## config.mk

```make
export PLATFORM = sky130hd
export DESIGN_NAME = if_prefetch_queue
export DESIGN_NICKNAME = d
export VERILOG_FILES = /design/src/rtl/fetch_pkg.sv /design/src/rtl/sync_fifo.sv /design/src/rtl/if_prefetch_queue.sv
export SDC_FILE = /design/constraint.sdc
export NUM_CORES = 1
export LEC_CHECK = 0
export ABC_AREA = 0
export BUFFER_PORTS_ARGS = -buffer_cell sky130_fd_sc_hd__buf_2
export CAP_MARGIN = 20
export CORE_ASPECT_RATIO = 1.25
export CORE_UTILIZATION = 60
export CTS_BUF_LIST = sky130_fd_sc_hd__clkbuf_2 sky130_fd_sc_hd__clkbuf_4 sky130_fd_sc_hd__clkbuf_8
export DETAILED_ROUTE_END_ITERATION = 10
export HOLD_SLACK_MARGIN = 0.05
export MAX_ROUTING_LAYER = met4
export PLACE_DENSITY = 0.8
export SLEW_MARGIN = 20
export SYNTH_ARGS = -nofsm -noshare
export SYNTH_HDL_FRONTEND = slang
export SYNTH_HIERARCHICAL = 1
export SYNTH_SLANG_ARGS = --single-unit
```

## constraint.sdc

```tcl
create_clock -name clk -period 3.5 [get_ports clk]
set_input_delay 0.875 -clock clk [delete_from_list [all_inputs] [get_ports clk]]
set_output_delay 0.875 -clock clk [all_outputs]
set_load 0.02 [all_outputs]
```

## src/rtl/fetch_pkg.sv

```systemverilog
// Shared fetch-side constants and the prefetch FSM state type.
package fetch_pkg;

  localparam int          XLEN_I           = 32;
  localparam logic [31:0] NOP_INSTR        = 32'h0000_0013;
  localparam logic [31:0] DEFAULT_RESET_PC = 32'h0000_0000;

  typedef enum logic [1:0] {
    ST_IDLE  = 2'd0,
    ST_RUN   = 2'd1,
    ST_FLUSH = 2'd2
  } fetch_state_e;

endpackage

```

## src/rtl/sync_fifo.sv

```systemverilog
// First-word-fall-through FIFO with synchronous flush; DEPTH must be a power of two.
module sync_fifo #(
  parameter int WIDTH = 64,
  parameter int DEPTH = 4
) (
  input  logic                     clk,
  input  logic                     reset,
  input  logic                     push,
  input  logic                     pop,
  input  logic                     flush,
  input  logic [WIDTH-1:0]         din,
  output logic [WIDTH-1:0]         dout,
  output logic                     full,
  output logic                     empty,
  output logic [$clog2(DEPTH):0]   count
);

  localparam int AW = $clog2(DEPTH);
  localparam int CW = AW + 1;

  logic [WIDTH-1:0] mem [DEPTH];
  logic [AW-1:0]    wr_ptr;
  logic [AW-1:0]    rd_ptr;
  logic             do_push;
  logic             do_pop;

  assign full    = (count == CW'(DEPTH));
  assign empty   = (count == '0);
  assign do_push = push && !full;
  assign do_pop  = pop && !empty;
  assign dout    = mem[rd_ptr];

  always_ff @(posedge clk or posedge reset) begin
    if (reset) begin
      wr_ptr <= '0;
      rd_ptr <= '0;
      count  <= '0;
    end else if (flush) begin
      wr_ptr <= '0;
      rd_ptr <= '0;
      count  <= '0;
    end else begin
      if (do_push) wr_ptr <= wr_ptr + AW'(1);
      if (do_pop)  rd_ptr <= rd_ptr + AW'(1);
      case ({do_push, do_pop})
        2'b10:   count <= count + CW'(1);
        2'b01:   count <= count - CW'(1);
        default: count <= count;
      endcase
    end
  end

  // Storage is not reset; emptiness alone hides stale entries.
  always_ff @(posedge clk) begin
    if (do_push && !flush) mem[wr_ptr] <= din;
  end

endmodule

```

## src/rtl/if_prefetch_queue.sv

```systemverilog
// Instruction prefetch queue: credit-limited fetch into a tagged FWFT queue with redirect flush.
// Optional PF_STATS_EN adds stat_flush_cnt counting discarded instructions.
module if_prefetch_queue
  import fetch_pkg::*;
#(
  parameter int          DEPTH    = 4,
  parameter logic [31:0] RESET_PC = DEFAULT_RESET_PC
) (
  input  logic        clk,
  input  logic        reset,
  output logic        imem_req_valid,
  output logic [31:0] imem_req_addr,
  input  logic [31:0] imem_rdata,
  input  logic        redirect_valid,
  input  logic [31:0] redirect_pc,
  output logic        out_valid,
  output logic [31:0] out_instr,
  output logic [31:0] out_pc,
  input  logic        out_ready
`ifdef PF_STATS_EN
  ,
  output logic [31:0] stat_flush_cnt
`endif
);

  localparam int CNT_W = $clog2(DEPTH) + 1;

  fetch_state_e          state;
  logic [XLEN_I-1:0]     fetch_pc;
  logic [XLEN_I-1:0]     inflight_pc;
  logic                  in_flight;
  logic [CNT_W-1:0]      fifo_count;
  logic                  fifo_full;
  logic                  fifo_empty;
  logic [2*XLEN_I-1:0]   fifo_dout;
  logic                  req_issue;
  logic                  push;
  logic                  pop;

  // Credit counts the word already in flight so the queue can never overflow.
  assign req_issue = (state != ST_IDLE) && !redirect_valid && !fifo_full &&
                     ((fifo_count + CNT_W'(in_flight)) < CNT_W'(DEPTH));
  assign push      = in_flight && !redirect_valid;
  assign pop       = !fifo_empty && out_ready && !redirect_valid;

  assign imem_req_valid = req_issue;
  assign imem_req_addr  = fetch_pc;
  assign out_valid      = !fifo_empty;
  assign out_pc         = fifo_empty ? '0 : fifo_dout[2*XLEN_I-1:XLEN_I];
  assign out_instr      = fifo_empty ? '0 : fifo_dout[XLEN_I-1:0];

  always_ff @(posedge clk or posedge reset) begin
    if (reset) begin
      state       <= ST_IDLE;
      fetch_pc    <= RESET_PC;
      inflight_pc <= RESET_PC;
      in_flight   <= 1'b0;
    end else begin
      in_flight   <= req_issue;
      inflight_pc <= fetch_pc;
      if (redirect_valid)
        fetch_pc <= {redirect_pc[31:2], 2'b00};
      else if (req_issue)
        fetch_pc <= fetch_pc + 32'd4;
      case (state)
        ST_IDLE:  state <= ST_RUN;
        ST_RUN:   state <= redirect_valid ? ST_FLUSH : ST_RUN;
        ST_FLUSH: state <= redirect_valid ? ST_FLUSH : ST_RUN;
        default:  state <= ST_IDLE;
      endcase
    end
  end

  sync_fifo #(
    .WIDTH (2*XLEN_I),
    .DEPTH (DEPTH)
  ) u_fifo (
    .clk   (clk),
    .reset (reset),
    .push  (push),
    .pop   (pop),
    .flush (redirect_valid),
    .din   ({inflight_pc, imem_rdata}),
    .dout  (fifo_dout),
    .full  (fifo_full),
    .empty (fifo_empty),
    .count (fifo_count)
  );

`ifdef PF_STATS_EN
  logic [32:0] flush_sum;

  // A redirect discards every queued entry plus the word arriving this cycle.
  assign flush_sum = {1'b0, stat_flush_cnt} + 33'(fifo_count) + 33'(in_flight);

  always_ff @(posedge clk or posedge reset) begin
    if (reset)
      stat_flush_cnt <= '0;
    else if (redirect_valid)
      stat_flush_cnt <= flush_sum[32] ? 32'hFFFF_FFFF : flush_sum[31:0];
  end
`endif

endmodule

```

==> key figures <==
Outcome
  • Status: finished, final reports clean

Synthesis
  • Post-synth EDFFs: 256
  • Avg Inst Size Synth: 17.6 µm²
  • Post-synth top area share: 59.3%
  • Yosys reg bits: 326
  • Synth top area cells: edfxtp_1 (59%), dfrtp_1 (14%), mux4_2 (11%)
  • Synth Flop Type: edfxtp_1
  • Seq/Total Area, Yosys: 72.8%
  • FFs w/ async S/R, synth: 21.5%
  • Cell count after synthesis: 735
  • Ys Warns: 6
  • Count of cell types in the netlist: 63
  • Top cell type by total area after synthesis: edfxtp_1
  • Syn Std Cell Area: 13000 µm²

Routing
  • Drt first pass iters: 5
  • DRT Wirelength: 25300 µm
  • Via/cell ratio: 5.87
  • Antenna viol nets, final: 0
  • DRC viols: 0
  • Vias: 7318
  • Number of DRC markers in iteration 0: 556
  • Wire length per cell: 20.3 µm

STA
  • Final min period: 3.18 ns
  • Final Hold Vio Count: 0
  • Max-slew violations: 0
  • Final clock skew: 0.0134 ns
  • Max Clk Rate: 0.315 GHz
  • Fin Setup TNS: 0 ns
  • Worst Max-Slew Pin Slew: 1.01 ns
  • Setup violators final: 0
  • Crit share post-route: 90.8%
  • Slew headroom: 31.8%
  • Hold slack: 0.300 ns
  • RSZ-0062 raised after global routing: false
  • Final setup margin: 0.323 ns

Final layout
  • Layout Cells excl Fill: 1247
  • Layout area overhead: 17.4%
  • Final antenna diode count: 0
  • Final #Nets: 1015
  • Layout cells sized above 1: 35.6%
  • Reg area: 9440 µm²
  • Multi-input logic area: 3280 µm²
  • Fillers: 1325

Pwr
  • Psw: 2.12 mW
  • Peak supply drop: 0.424 mV
  • P_int: 6.59 mW
  • Leakage: 5.62 nW
  • Sw Share: 24.4%
  • Clock share of power: 35.5%
  • Power Density: 572 nW/µm²
  • Tot Pwr: 8.71 mW
  • Sequential power share: 54.8%
  • Power share of the combinational group: 9.7%

Setup path
  • Critical Path RT: 2.62 ns
  • Startpoint types: register
  • CP Class: register to primary output
  • Crit-path max FO: 23
  • CP endpoint kind: primary output
  • FF-to-FF setup slack: 0.85 ns
  • Crit path DAT: 2.30 ns
  • Reg2Reg Depth: 9

Placement
  • Dpl ws: 0.506 ns
  • Dpl cells: 1164
  • PortBufs: 161
  • DP Wirelength: 16000 µm
  • RePlAce Congestion: 0.900

Global routing
  • All-layer global routing usage: 24.6%
  • Largest net degree at the start of global routing: 65
  • First-pass GRT wire length: 40200 µm
  • Global route total overflow: 0
  • Vias in the first global route: 7459
  • Initial antenna violation count: 0

Floorplanning
  • Die Wd: 133 µm
  • Starting Density: 61.8%
  • Row count: 59
  • Die Area: 22200 µm²
  • Die height: 166 µm
  • CORE AREA: 21000 µm²
  • IO Pins: 166

Min path
  • HP Class: primary input to asynchronous set/reset pin

Clock tree
  • H-tree depth: 2
  • Clock-pin slew on the worst setup and hold paths: 0.06 ns
  • Worst-Skew Late Latency: 0.54 ns
  • Hold buffer count at CTS: 0
  • CTS Buffer Depth: 3
  • CTS sink count: 326
  • Post-CTS sizing: 0
  • Clk root buf: clkbuf_8
  • CTS tree: done
  • Setup repair bufs after CTS: 0
  • TritonCTS Buffers: 47

Flow run
  • Max cap viols: 0
==> power groups by stage <==
stage	Combinational (mW)	Clock [mW]	Sequential, mW
2_1_floorplan	0.473	0	4.84
5_1_grt	0.932	3.33	4.81
3_5_place_dp	0.845	0	4.85
3_3_place_gp	0.823	0	4.82
6_report	0.845	3.09	4.77
4_1_cts	0.849	3.16	4.77
==> per-layer routing <==
layer	global-route usage (%)	share of wire [%]
met5	-	0
met3	3.97	4.9
met1	31.7	40
met4	7.21	2.1
met2	40.6	53
==> path summary, 6_finish.rpt <==
check | from | endpoint
worst min-delay path | reset | u_fifo/count[0]
worst max register to register | u_fifo/count[0] | u_fifo/count[1]
max in group asynchronous | reset | imem_req_addr[6]
min in group clk | imem_req_addr[22] | inflight_pc[22]
worst min register to register | imem_req_addr[22] | inflight_pc[22]
worst max-delay path | u_fifo/rd_ptr[1] | out_instr[17]
==> through the flow <==
stage / instance area [µm²] / util, %
5_1_grt: 15200 / 72.6
2_1_floorplan: 13000 / -
6_report: 15200 / 72.6
4_1_cts: 15200 / 72.6
3_3_place_gp: 14200 / 67.9
3_5_place_dp: 14200 / 67.9
==> final cells by class <==
class | instances | area share (%)
clock inverters | 15 | 0.929
repair buffers | 188 | 7.28
flip-flops and latches | 326 | 62.0
inverters | 17 | 0.419
multi-input cells | 359 | 21.5
well taps | 274 | 2.25
clock buffers | 68 | 5.53
==> synth_stat cells (2+ instances only) <==
master,n
edfxtp_1,256
dfrtp_1,70
nor2b_1,65
mux4_2,64
nand2_1,35
o21ai_0,23
nor2_1,22
nand3_1,17
buf_2,16
inv_1,16
clkbuf_1,15
nand4_1,15
a21oi_1,9
o311ai_0,8
a31oi_1,7
ha_1,7
o211ai_1,7
and2_1,6
buf_4,5
buf_6,5
nor3_1,5
and3_1,4
a41oi_1,3
mux2i_1,3
nor4_1,3
a21o_1,2
a311oi_1,2
a32oi_1,2
and2_0,2
and4_1,2
nand2b_1,2
nand3b_1,2
nor3b_1,2
o311ai_1,2
or2_2,2
xor2_1,2
==> worst max-delay path, cell delays in order (launching register included) <==
cell     delay [ns]
dfrtp_2        0.79
buf_4          0.31
mux4_2         0.34
nor2b_1        0.15
buf_2          0.17
==> registers in the layout, summed over array words and instances, names as in the netlist <==
register,count
u_fifo/wr_ptr,2
imem_req_addr,30
inflight_pc,30
in_flight,1
u_fifo/rd_ptr,2
state,2
u_fifo/mem,256
u_fifo/count,3
==> cell families after synthesis <==
kind of cell | synth area share, %
AO/OA/AOI/OAI | 4.28
XOR/XNOR | 0.203
adder cells (fa/ha/maj) | 0.830
buffers and inverters | 2.31
flip-flops | 72.8
multiplexers | 11.4
other | 0.0289
AND/OR/NAND/NOR | 8.19
==> cell usage in the layout (no fill, tap or decap), drive strengths merged, types with 17 or more instances in the layout <==
cell type  count
mux4          64
nand3         17
nand2         35
dfrtp         70
clkbuf        68
nor2          23
buf          188
nor2b         65
edfxtp       256
o21ai         25
Power figures use the tool's default switching activity.
